[src/rtl/sr_ff_bank.sv]
// Bank of WIDTH independent set/reset flip-flops with registered complement,
// per-cycle conflict flag, saturating conflict counter and per-bit change flags.
module sr_ff_bank #(
  parameter int                 WIDTH         = 8,
  parameter int                 CONFLICT_MODE = 0,
  parameter logic [WIDTH-1:0]   RESET_VALUE   = '0,
  parameter int                 CNT_W         = 8
) (
  input  logic             clk,
  input  logic             rst,
  input  logic             en,
  input  logic [WIDTH-1:0] s,
  input  logic [WIDTH-1:0] r,
  input  logic             clr_cnt,
  output logic [WIDTH-1:0] q,
  output logic [WIDTH-1:0] qb,
  output logic             conflict,
  output logic [CNT_W-1:0] conflict_cnt,
  output logic [WIDTH-1:0] changed
);

  // Out-of-range modes fall back to hold.
  localparam int MODE = (CONFLICT_MODE < 0 || CONFLICT_MODE > 3) ? 0 : CONFLICT_MODE;

  logic [WIDTH-1:0] r_q;
  logic [WIDTH-1:0] r_qb;
  logic [WIDTH-1:0] r_changed;
  logic             r_conflict;
  logic [CNT_W-1:0] r_cnt;

  logic [WIDTH-1:0] w_q_next;
  logic             w_conflict;
  logic             w_cnt_sat;

  assign w_conflict = en & (|(s & r));
  assign w_cnt_sat  = (r_cnt == {CNT_W{1'b1}});

  // NOTE: every variable driven here gets a default first, so no path leaves it
  // unassigned and no latch is inferred.
  always_comb begin
    w_q_next = r_q;
    if (en) begin
      for (int i = 0; i < WIDTH; i++) begin
        unique case ({s[i], r[i]})
          2'b10: w_q_next[i] = 1'b1;
          2'b01: w_q_next[i] = 1'b0;
          2'b11: begin
            if (MODE == 1)      w_q_next[i] = 1'b1;
            else if (MODE == 2) w_q_next[i] = 1'b0;
            else if (MODE == 3) w_q_next[i] = ~r_q[i];
            else                w_q_next[i] = r_q[i];
          end
          default: w_q_next[i] = r_q[i];
        endcase
      end
    end
  end

  // NOTE: state is updated with non-blocking assignments so every register
  // samples the pre-edge values, independent of statement order.
  always_ff @(posedge clk or posedge rst) begin
    if (rst) begin
      r_q        <= RESET_VALUE;
      r_qb       <= ~RESET_VALUE;
      r_changed  <= '0;
      r_conflict <= 1'b0;
      r_cnt      <= '0;
    end else begin
      r_q        <= w_q_next;
      r_qb       <= ~w_q_next;
      r_changed  <= en ? (w_q_next ^ r_q) : '0;
      r_conflict <= w_conflict;
      if (clr_cnt)
        r_cnt <= '0;
      else if (w_conflict && !w_cnt_sat)
        r_cnt <= r_cnt + 1'b1;
    end
  end

  assign q            = r_q;
  assign qb           = r_qb;
  assign changed      = r_changed;
  assign conflict     = r_conflict;
  assign conflict_cnt = r_cnt;

endmodule
[config.mk]
export PLATFORM = sky130hd
export DESIGN_NAME = sr_ff_bank
export DESIGN_NICKNAME = d
export VERILOG_FILES = /design/src/rtl/sr_ff_bank.sv
export SDC_FILE = /design/constraint.sdc
export NUM_CORES = 1
export LEC_CHECK = 0
export CELL_PAD_IN_SITES_DETAIL_PLACEMENT = 0
export CELL_PAD_IN_SITES_GLOBAL_PLACEMENT = 1
export CORE_MARGIN = 1.5
export CORE_UTILIZATION = 31
export DETAILED_ROUTE_END_ITERATION = 8
export HOLD_SLACK_MARGIN = 0.06
export PLACE_DENSITY_LB_ADDON = 0.15
export SLEW_MARGIN = 20
export SYNTH_ARGS = -nofsm -noshare
export SYNTH_HDL_FRONTEND = slang
export SYNTH_SLANG_ARGS = --single-unit
[constraint.sdc]
create_clock -name clk -period 1.6 [get_ports clk]
set_input_delay 0.24 -clock clk [delete_from_list [all_inputs] [get_ports clk]]
set_output_delay 0.24 -clock clk [all_outputs]
set_load 0.02 [all_outputs]
==> results.json <==
{
  "worstPathCellList": "clkdlybuf4s50_1",
  "cts_tree": "done",
  "clockBufferDepth": 2,
  "n_antenna_cell": 0,
  "fill_cells": 503,
  "nNetsFinal": 251,
  "setup_tns_ns": 0,
  "clockRootBuffer": "clkbuf_8",
  "routedWlPerCell_um": 12.13,
  "arrival_ns": 1.32,
  "r2r-end": "conflict_cnt[5]",
  "worst_path_largest_cell_delay_ns": 0.62,
  "yosysWarnings": 0,
  "p_per_area_nw_per_um2": 892.4,
  "rsz0062_at_grt": "yes",
  "drive_gt1_frac": 0.3302,
  "total_power_uw": 2233,
  "gp_congestion": 0.7128,
  "grt_usage": 0.1333,
  "ir_drop_v": 0.0005044,
  "cp_top_family": "buffers and inverters",
  "drt_wl_total_um": 3458,
  "grt_pass1_wl_um": 5554,
  "syn_nets": 181,
  "max_freq_ghz": 0.6421,
  "overflow": 0,
  "clock_skew_ns": 0.004853,
  "crit_path_end_kind": "output pin",
  "area_growth_pct": 54.08,
  "viasPerCell": 4.361,
  "period_minus_slack_ns": 1.557,
  "pin_count": 53,
  "setup_violations": 0,
  "hpwl_um": 2568,
  "path_buf_inv": 1,
  "cts-hold-fix-buffers": 0,
  "netlist_area_um2": 1624,
  "clk_pin_slew_worst_paths_ns": 0.07,
  "status": "complete, no violations",
  "dr_total_vias": 1243,
  "reg2reg_depth": 4,
  "critPathKind": "reg2out",
  "dr.pass1.iters": 3,
  "ant_nets": 0,
  "synth_seq_cells": 33,
  "cts-htree-levels": 2,
  "die_area_um2": 5682,
  "clock_latency_ns": 0.28,
  "period_share": 0.9733,
  "die_y_um": 75.38,
  "hp-class": "in2async",
  "start_util": 0.3200,
  "worst_slew_pin_slew_ns": 0.3954,
  "final_max_slew_viol_count": 0,
  "drcViolationCount": 0,
  "die_x_um": 75.38,
  "cts_sinks": 33,
  "critPathLaunchType": "flip-flop",
  "core_area_um2": 5075,
  "grt_antenna_before_repair": 0,
  "grt_pass1_vias": 1251,
  "synth.avg_cell_area_um2": 11.28,
  "r2r_slack_ns": 0.06,
  "placementRows": 26,
  "cts_buffers": 5,
  "postSynthCellCount": 144,
  "cpMaxStageDelayCell": "clkdlybuf4s50_1",
  "maxCapViolCount": 0,
  "ys_seq_area_frac": 0.5146,
  "required_ns": 1.36,
  "cellLeakagePower_uw": 0.001235,
  "port_buffers": 52,
  "final_hold_viol_count": 0,
  "r2r_start": "conflict_cnt[0]",
  "drtIter0Drc": 39,
  "slew-limit-headroom": 0.7356,
  "ys_types": 31,
  "grt_start_max_net_pins": 34,
  "worstPathMaxFanout": 4
}
==> final cells by class <==
type	count	area, um^2	area share
Clock inverter	1	5.005	0.002000
Tap cell	70	87.58	0.03500
Timing Repair Buffer	65	590.6	0.2360
Multi-Input combinational cell	88	799.5	0.3195
Clock buffer	7	96.34	0.03850
Sequential cell	33	839.6	0.3355
Inverter	21	83.83	0.03350
==> cells in the mapped netlist (all sizes together) <==
cell type	n	area, um^2
mux2i	9	90.09
or3	2	15.01
o21ai	4	23.77
dfrtp	25	625.6
nor2	11	41.29
dfstp	8	210.2
a31o	1	8.760
inv	21	83.83
o31ai	2	15.01
xnor2	8	70.07
or2	1	6.260
nor3	1	5.000
a311oi	1	8.760
nor4	1	6.260
nand2b	10	62.56
and3	1	6.260
or4	4	35.03
nand4	1	6.260
o31a	1	10.01
a21oi	6	33.78
buf	2	15.01
nand2	3	11.26
nand3	3	15.01
ha	17	212.7
nor2b	1	6.260
==> kinds of logic (layout without fill, tap and decap cells) <==
family / after synthesis / in the layout / share of synthesized area
buffers and inverters: 23 / 94 / 0.06086
AOI/OAI and AO/OA: 15 / 15 / 0.06163
DFF: 33 / 33 / 0.5146
and+or+nand+nor: 39 / 39 / 0.1333
muxes: 9 / 9 / 0.05547
xor gates and xnor gates: 8 / 8 / 0.04315
adders and majority gates: 17 / 17 / 0.1310
==> per-stage QoR <==
step                hold WS (ns)  cells  area (um^2)    util  setup WS (ns)
CTS                       0.3008    286         2514  0.4953       -0.04172
finish                    0.2963    285         2502  0.4931        0.04266
global placement          0.4714    275         2350  0.4630        -0.5624
floorplan                 0.3628    144         1649       -       -0.01702
detailed placement        0.4845    275         2350  0.4630        -0.5745
global route              0.3177    285         2502  0.4931      -0.002720
==> registers in the layout, summed over array words and instances (netlist names) <==
signal / count
changed: 8
conflict: 1
conflict_cnt: 8
q: 8
qb: 8
==> what timing repair did <==
action | 4_1_cts | 5_1_grt
cloned | 1 | 0
gates resized for setup | 59 | 29
pin swaps | 11 | 13
setup endpoints to repair | 18 | 12
buffers inserted | 2 | 0
==> metal layers <==
| layer | wire length [um] | GRT usage |
|---|---|---|
| met1 | 1430 | 0.1526 |
| met2 | 1764 | 0.2261 |
| met3 | 209 | 0.04894 |
| met4 | 55 | 0.05357 |
| met5 | 0 | 0 |
==> report_power, final <==
| part | switching (uW) | internal (uW) | leakage, uW | total (uW) |
|---|---|---|---|---|
| combinational | 282 | 270 | 0.000767 | 551 |
| clock | 297 | 389 | 0.0000542 | 686 |
| sequential | 51.4 | 945 | 0.000414 | 996 |
| total | 630 | 1600 | 0.00123 | 2230 |
==> cells in the final DEF (no fill, tap or decap), types with 2 or more instances in the layout <==
| cell type | Yosys | routed |
|---|---|---|
| nand2b_1 | 10 | 10 |
| ha_1 | 17 | 8 |
| dfstp_2 | 8 | 8 |
| o31ai_1 | 2 | 2 |
| dfrtp_2 | 0 | 3 |
| a21oi_2 | 1 | 4 |
| dlymetal6s2s_1 | 0 | 5 |
| dlygate4sd2_1 | 0 | 9 |
| nor2_1 | 11 | 10 |
| mux2i_1 | 9 | 9 |
| buf_2 | 0 | 5 |
| ha_2 | 0 | 4 |
| a21oi_1 | 5 | 2 |
| ha_4 | 0 | 5 |
| buf_4 | 0 | 11 |
| dfrtp_1 | 25 | 22 |
| or4_4 | 1 | 3 |
| inv_1 | 20 | 20 |
| nand3_1 | 3 | 2 |
| nand2_1 | 3 | 3 |
| or3_2 | 2 | 2 |
| xnor2_1 | 8 | 8 |
| clkbuf_2 | 0 | 8 |
| buf_12 | 0 | 3 |
| clkdlybuf4s50_1 | 0 | 22 |
| clkbuf_8 | 0 | 7 |
| o21ai_0 | 3 | 2 |
==> worst max-delay path by stage <==
stage	from	end	slack (ns)	cells after the start
after floorplan	conflict_cnt[0]	conflict_cnt[3]	-0.02	5
after global placement	s[0]	conflict_cnt[4]	-0.56	8
after detailed placement	s[5]	conflict_cnt[4]	-0.57	8
after CTS	s[3]	conflict_cnt[4]	-0.04	8
after global routing	conflict_cnt[0]	conflict_cnt[5]	-0.003	4
final	conflict_cnt[1]	conflict_cnt[1]	0.04	1
No activity file was read; power rests on OpenSTA's default activity.
